===== src/rtl/seg_pkg.sv =====
`default_nettype none
// ============================================================================
// Module   : seg_pkg
// Purpose  : Shared constants for the seven-segment console: digit count,
//            blank pattern and active-low hex glyph table (g..a).
// Revision : 1.0 - initial release
// ============================================================================
package seg_pkg;

    localparam int c_NUM_DIGITS = 8;

    localparam logic [6:0] SEG_BLANK = 7'h7F;

    // Index n holds the active-low glyph for hex digit n, bit order g,f,e,d,c,b,a.
    localparam logic [15:0][6:0] c_HEX7 = {
        7'h0E, 7'h06, 7'h21, 7'h46, 7'h03, 7'h08, 7'h10, 7'h00,
        7'h78, 7'h02, 7'h12, 7'h19, 7'h30, 7'h24, 7'h79, 7'h40
    };

    function automatic logic [6:0] hex7(input logic [3:0] n);
        return c_HEX7[n];
    endfunction

endpackage
`default_nettype wire


===== src/rtl/go_debounce.sv =====
`default_nettype none
// ============================================================================
// Module   : go_debounce
// Purpose  : Two-flop synchronizer, stable-level debouncer and rising-edge
//            detector for the raw GO push-button.
// Revision : 1.0 - initial release
// ============================================================================
module go_debounce #(
    parameter int DEBOUNCE_CYCLES = 1000000
) (
    input  logic CLK,
    input  logic CLR,
    input  logic i_btn,
    output logic o_st,
    output logic o_rise
);

    localparam int c_DW = (DEBOUNCE_CYCLES > 2) ? $clog2(DEBOUNCE_CYCLES) : 1;
    localparam logic [c_DW-1:0] c_DC_MAX = c_DW'(DEBOUNCE_CYCLES - 1);

    logic            r_sync1;
    logic            r_sync2;
    logic            r_st;
    logic            r_st_d;
    logic [c_DW-1:0] r_dc;

    // Synchronize the button, then accept a new level only after it has
    // differed from the stable level for DEBOUNCE_CYCLES consecutive samples.
    always_ff @(posedge CLK) begin
        if (CLR) begin
            r_sync1 <= 1'b0;
            r_sync2 <= 1'b0;
            r_st    <= 1'b0;
            r_st_d  <= 1'b0;
            r_dc    <= '0;
        end else begin
            r_sync1 <= i_btn;
            r_sync2 <= r_sync1;
            r_st_d  <= r_st;
            if (r_sync2 == r_st) begin
                r_dc <= '0;
            end else if (r_dc == c_DC_MAX) begin
                r_st <= r_sync2;
                r_dc <= '0;
            end else begin
                r_dc <= r_dc + 1'b1;
            end
        end
    end

    assign o_st   = r_st;
    assign o_rise = r_st & ~r_st_d;

endmodule
`default_nettype wire


===== src/rtl/seg_console.sv =====
`default_nettype none
// ============================================================================
// Module   : seg_console
// Purpose  : Latches syscall print values, scans them as eight hex digits on
//            an active-low multiplexed seven-segment display (dp = halt), and
//            returns a debounced GO pulse to the syscall controller while the
//            CPU is halted.
// Revision : 1.0 - initial release
// ============================================================================
module seg_console
    import seg_pkg::*;
#(
    parameter int SCAN_DIV        = 100000,
    parameter int DEBOUNCE_CYCLES = 1000000
) (
    input  logic                    CLK,
    input  logic                    CLR,
    input  logic                    print_en,
    input  logic [31:0]             print_data,
    input  logic                    halt,
    input  logic                    go_btn,
    output logic                    go_pulse,
    output logic [31:0]             shown,
    output logic [6:0]              seg,
    output logic [c_NUM_DIGITS-1:0] an,
    output logic                    dp
);

    localparam int c_CW = (SCAN_DIV > 2) ? $clog2(SCAN_DIV) : 1;
    localparam int c_IW = $clog2(c_NUM_DIGITS);
    localparam logic [c_CW-1:0] c_CNT_MAX = c_CW'(SCAN_DIV - 1);

    logic [c_CW-1:0] r_cnt;
    logic [c_IW-1:0] r_idx;
    logic            w_btn_st;
    logic            w_btn_rise;

    // Capture the value of each print syscall; the last strobe wins.
    always_ff @(posedge CLK) begin
        if (CLR) begin
            shown <= '0;
        end else if (print_en) begin
            shown <= print_data;
        end
    end

    // Dwell SCAN_DIV cycles on each digit, then advance to the next (mod 8).
    always_ff @(posedge CLK) begin
        if (CLR) begin
            r_cnt <= '0;
            r_idx <= '0;
        end else if (r_cnt == c_CNT_MAX) begin
            r_cnt <= '0;
            r_idx <= r_idx + 1'b1;
        end else begin
            r_cnt <= r_cnt + 1'b1;
        end
    end

    // Register the anode, glyph and halt dot for the digit currently selected.
    always_ff @(posedge CLK) begin
        if (CLR) begin
            an  <= '1;
            seg <= SEG_BLANK;
            dp  <= 1'b1;
        end else begin
            an  <= ~(c_NUM_DIGITS'(1) << r_idx);
            seg <= hex7(shown[{r_idx, 2'b00} +: 4]);
            dp  <= ~(halt && (r_idx == '0));
        end
    end

    go_debounce #(
        .DEBOUNCE_CYCLES(DEBOUNCE_CYCLES)
    ) u_go_debounce (
        .CLK   (CLK),
        .CLR   (CLR),
        .i_btn (go_btn),
        .o_st  (w_btn_st),
        .o_rise(w_btn_rise)
    );

    // A press counts only if the CPU is halted in the cycle after acceptance;
    // otherwise it is dropped rather than held for a later halt.
    always_ff @(posedge CLK) begin
        if (CLR) begin
            go_pulse <= 1'b0;
        end else begin
            go_pulse <= w_btn_rise && w_btn_st && halt;
        end
    end

endmodule
`default_nettype wire


===== config.mk =====
export PLATFORM = sky130hd
export DESIGN_NAME = seg_console
export DESIGN_NICKNAME = d
export VERILOG_FILES = /design/src/rtl/seg_pkg.sv /design/src/rtl/go_debounce.sv /design/src/rtl/seg_console.sv
export SDC_FILE = /design/constraint.sdc
export NUM_CORES = 1
export LEC_CHECK = 0
export ABC_AREA = 1
export CAP_MARGIN = 20
export CORE_MARGIN = 2
export CORE_UTILIZATION = 47
export DETAILED_ROUTE_END_ITERATION = 7
export PLACE_DENSITY = 0.81
export SLEW_MARGIN = 20
export SYNTH_ARGS = -nofsm -noshare
export SYNTH_HDL_FRONTEND = slang
export SYNTH_SLANG_ARGS = --single-unit

===== constraint.sdc =====
create_clock -name CLK -period 1.55 [get_ports CLK]
set_input_delay 0.3875 -clock CLK [delete_from_list [all_inputs] [get_ports CLK]]
set_output_delay 0.3875 -clock CLK [all_outputs]
set_load 0.02 [all_outputs]

# Yosys cells after proc, flatten, opt, wreduce, memory -nomap -nowiden
# Memories as Yosys holds them, arrays and structs flattened. A register that Yosys moved wholly into a read port is not among the register bits.
# Cells that the tools add are included.
# W data, S select, Z words.
[totals]
ff_bits = 86
rom_bits = 112
out_inout_bits = 49
wordCells = 32
mem_count = 1
[op_classes]
addsub = 3
n_eq_ne = 3
shift = 2
bitwise_logic = 5
n_reduce_logical = 7
[mem_list]
columns = ["memory", "words", "width", "rd", "rd_clocked_by_memory_dff", "write_ports", "line_no", "text"]
rows = [
  ["(name not given)", 16, 7, 1, 1, 0, "seg_pkg.sv:21", "return c_HEX7[n];"],
]
[op_table]
columns = ["operator", "n"]
rows = [
  ["$shiftx A32 B6 Y4", 1],
  ["$add A20 B1 Y20 const B", 1],
  ["$eq A20 B20 Y1 const B", 1],
  ["$add A17 B1 Y17 const B", 1],
  ["$eq A17 B17 Y1 const B", 1],
  ["$not A8 Y8", 1],
  ["$shl A1 B3 Y8 const A", 1],
  ["$add A3 B1 Y3 const B", 1],
  ["$logic_and A1 B1 Y1", 3],
  ["$logic_not A3 Y1", 1],
  ["$not A1 Y1", 3],
  ["$reduce_or A3 Y1", 1],
  ["$reduce_and A2 Y1", 1],
  ["$reduce_or A2 Y1", 1],
  ["$and A1 B1 Y1", 1],
  ["$eq A1 B1 Y1", 1],
]

# Logic depth before layout (Yosys ltp)
[depth]
word_depth = 4
depth_mapped = 13
ltp_nobuf = 11

# Hierarchy
# Synthesis repeated with hierarchy kept, for this count alone.
[hier_totals]
cells_unflattened = 603
area_unflattened_um2 = 4408.0
[by_module_without_submodules]
columns = ["module", "n_inst", "cells_each", "area_per_inst_um2"]
rows = [
  ["seg_console", 1, 435, 3188.1],
  ["go_debounce", 1, 168, 1219.9],
]

# Least setup slack after synthesis
# No wires, ideal clock.
[synth_path]
kind = "register to register"
startpoint = "reg r_idx[0]"
endpoint = "reg seg[0]"
setup_ns = 0.130
arrival_ns = 1.531
slack_ns = -0.111
path_stages_with_launch = 13
path_buffers = 2
synth_period_minus_slack_ns = 1.661
cell_sequence = "dfxtp_1 buf_6 buf_4 nor2_1 nor2_1 nand2_1 nand3_1 nand2_1 ha_1 inv_1 nand3_1 nand3_1 nand3_1"
[synth_between]
elab_chain_len = 1
[synth_rtl]
columns = ["element", "line_no", "text"]
rows = [
  ["start: declaration", "seg_console.sv:34", "logic [c_IW-1:0] r_idx;"],
  ["start signal: assignment", "seg_console.sv:54", "r_idx <= r_idx + 1'b1;"],
  ["$shiftx A32 B6 Y4", "seg_console.sv:68", "seg <= hex7(shown[{r_idx, 2'b00} +: 4]);"],
  ["end: declaration", "seg_console.sv:24", "output logic [6:0] seg,"],
]
# No other way between the ends.
# A chain may end at the register's enable or synchronous reset.

# Worst setup path after layout
# Ends and elaborated chain as after synthesis.

==> impl_metrics.csv <==
group,metric,value,unit
clock_network,clockBufferDepth,2,
logic_synthesis,synth_seq_area_share,42.91,%
critical_path,worstPathCellList,"buf_12, inv_6, nand2_1, nand3_2, nand2_1, nand2_1, nand2_2, ha_4, inv_4, nand3_2, nand3_2, nand3_1",
route,route.detailed.drc,0,
hold_path,min_from,"u_go_debounce.r_st_d$_SDFF_PP0_",
logic_synthesis,syn_area,4339,um^2
critical_path,required,1.79,ns
placement,portBuffers,85,
job,drv_cap,0,
critical_path,worst_path_max_delay_cell,"dfxtp_4",
final_layout,synthToLayoutAreaGrowth,42.19,%
hold_path,min_to,"go_pulse$_SDFF_PP0_",
critical_path,worstReg2RegStart,"r_idx[0]$_SDFFE_PP0N_",
critical_path,critPathKind,"reg2reg",
floorplan,dieHeight,100.1,um
logic_synthesis,ys_ff_latch,93,
logic_synthesis,synth_top_cell_area_share,42.91,%
critical_path,r2r_slack,-0.09,ns
critical_path,critPathMaxFanout,8,
final_layout,num_antenna_cells,0,
clock_network,path_clk_slew,0.09,ns
clock_network,numCtsBuffers,9,
route,ant_nets,0,
status,violations,"setup timing",
route,drt_wl_total,11.64,mm
route,via_per_inst,5.257,
clock_network,cts_sinks,93,
global_route,first_global_vias,4046,
floorplan,rows,35,
status,status,"finished with violations",
route,drt_iter0_markers,259,
route,avgRoutedWirePerCell,14.39,um
hold_path,whs_path_depth,1,
logic_synthesis,synth_edf_count,0,
logic_synthesis,synthArstFlopShare,0,%
global_route,overflow,0,
logic_synthesis,synthFlopType,"dfxtp_1",
critical_path,timing.rr.end,"seg[0]$_SDFF_PP1_",
logic_synthesis,synth_commonest_cells,"nand2_1 (105), dfxtp_1 (93), inv_1 (63), nand3_1 (56), nor2_1 (52)",
floorplan,die_area,10020,um^2
clock_network,cts_tree,"done",
floorplan,io_pins,86,
clock_network,clkLatencyLatePin,0.37,ns
global_route,grt_start_max_net_pins,53,
critical_path,crit_arrival,1.87,ns
timing,rsz0062_at_grt,"true",
logic_synthesis,synthCells,572,
final_layout,post_route_cells_drive_above_1_share,24.21,%
critical_path,startpoint_type,"flip-flop",
logic_synthesis,synthTopCellsByArea,"dfxtp_1 (43%), nand2_1 (9.1%), nand3_1 (6.5%), inv_1 (5.4%), a21oi_1 (4.6%)",
timing,tightest_slew,0.3647,ns
clock_network,ctsHoldBuffers,0,
placement,place_inst,774,
timing,fin_hold_ws,0.3972,ns
global_route,antenna_found_initial,0,
logic_synthesis,yosys_warnings,0,
final_layout,fin_cells,809,
critical_path,cp-end-kind,"flip-flop",
global_route,grt_util_all_layers,22.40,%
route,first_pass_iters,5,
timing,fin_ws,-0.08728,ns
logic_synthesis,synth_top_area_cell,"dfxtp_1",
critical_path,reg2reg_depth,12,
timing,hold_viol,0,
placement,hpwl,7.419,mm
pwr,powerDensity,795.8,nW/um^2
logic_synthesis,syn-num-nets,622,
timing,period_needed,1.637,ns
clock_network,h-tree-depth,3,
critical_path,slowest_delay,0.37,ns
timing,slew_headroom,75.49,%
floorplan,die_x,100.1,um
timing,finalSetupViolCount,6,
timing,fmax,0.6108,GHz
timing,maxSlewViolCount,0,
clock_network,cts-root-buf,"clkbuf_8",
global_route,grt_pass1_wl,18.23,mm
pwr,vdd_drop_max,583.7,uV
final_layout,nets,743,
placement,gp_congestion,0.9354,
timing,finClkSkew,0.01812,ns
pwr,p_leak,2.519,nW
logic_synthesis,synthDistinctLibCells,37,
logic_synthesis,yosys.cell_count.top_type,"nand2_1",
hold_path,worst_hold_path_type,"reg2reg",
timing,period_share,105.6,%
logic_synthesis,syn_area_per_cell,7.586,um^2
floorplan,start_util,47.64,%
floorplan,core_area,9109,um^2
route,via_count,4253,
worst max-delay path by stage:
stage,start,to,slack (ns),cells past startpoint
final,r_idx[0]$_SDFFE_PP0N_,seg[0]$_SDFF_PP1_,-0.09,12
after global routing,r_idx[0]$_SDFFE_PP0N_,seg[0]$_SDFF_PP1_,-0.17,11
after CTS,u_go_debounce.r_dc[0]$_SDFF_PP0_,u_go_debounce.r_dc[13]$_SDFF_PP0_,-0.02,8
after detailed placement,CLR,u_go_debounce.r_dc[2]$_SDFF_PP0_,-0.17,6
after global placement,CLR,u_go_debounce.r_dc[2]$_SDFF_PP0_,-0.11,6
after floorplan,r_idx[0]$_SDFFE_PP0N_,seg[3]$_SDFF_PP1_,-0.01,11
worst max-delay path, delay by kind of cell, from the launching register on:
kind / cells / cell delay, ns
fa+ha+maj: 1 / 0.20
buf+inv: 3 / 0.29
flops: 1 / 0.37
simple gates: 8 / 0.64
layer usage:
layer | vias to the layer above | part of all wire [%] | GRT usage [%]
met5 | - | 0 | 0
li1 | 2084 | - | -
met3 | 33 | 6.3 | 3.691
met2 | 175 | 50 | 38.31
met4 | 0 | 2.6 | 8.957
met1 | 1961 | 41 | 28.24
placed cells by master (no fill, tap or decap), types with 5 or more instances in the layout:
master	synthesis	layout
nand2_2	9	16
nand4_1	9	9
nand3_1	56	32
buf_4	1	33
ha_1	13	7
buf_12	1	5
inv_2	6	8
dlygate4sd2_1	0	49
nor2_2	14	15
clkdlybuf4s50_1	0	36
a21oi_1	40	39
nor2_1	52	49
xor2_1	14	14
o21ai_0	39	39
nor3_1	12	11
nand3_4	1	7
nand2_4	2	7
inv_1	63	57
nand3_2	3	21
nand2_1	105	91
ha_4	0	5
nor2_4	4	6
dfxtp_1	93	87
clkbuf_8	0	10
power by group:
| group | internal [W] | total (W) | leakage [nW] | switching [W] |
|---|---|---|---|---|
| clock network | 0.000801 | 0.00168 | 0.107 | 0.000882 |
| logic | 0.000309 | 0.000711 | 1.65 | 0.000402 |
| registers | 0.00247 | 0.00252 | 0.766 | 0.0000437 |
registers in the layout (all words and copies together), names as in the netlist, 3 cells and up:
signal	flops
an	8
r_cnt	17
r_idx	3
seg	7
shown	32
u_go_debounce.r_dc	20
final cells by class:
cell class | count | area (um^2)
Clock inverter | 6 | 70.07
Timing Repair Buffer | 126 | 1185
Tap cell | 111 | 138.9
Fill cell | 690 | 2939
Sequential cell | 93 | 1877
Timing Repair inverter | 1 | 8.758
Clock buffer | 10 | 137.6
Inverter | 71 | 291.5
Multi-Input combinational cell | 391 | 2461
through the flow:
step	instance area, um^2	util (%)	setup WS, ns	TNS, ns	total power [W]
final	6170	67.73	-0.08728	-0.2165	0.004910
after floorplan	4359	-	-0.01023	-0.01023	0.002901
after detailed placement	5460	59.95	-0.1739	-4.113	0.003228
after global routing	6170	67.73	-0.1672	-0.8039	0.005092
after global placement	5460	59.95	-0.1106	-2.289	0.003214
after CTS	5821	63.90	-0.02231	-0.1799	0.004853
logic make-up (layout without fill, tap and decap cells):
family                     after synthesis  in the layout  share of synthesized area (%)
AOI/OAI and AO/OA                       83             83                          10.03
xor gates and xnor gates                17             17                          3.432
adders and majority gates               13             13                          3.749
buffers and inverters                   89            214                          8.910
DFF                                     93             93                          42.91
and+or+nand+nor                        277            278                          30.97
what timing repair did:
action                                  4_1_cts  5_1_grt
endpoints found under the hold margin         0        0
buffers inserted                              4       12
resized for setup                            83       57
endpoints found under the setup margin       68       43
gates cloned                                  2        2
pin swaps                                    13       26
(Power assumes the default switching activity.)
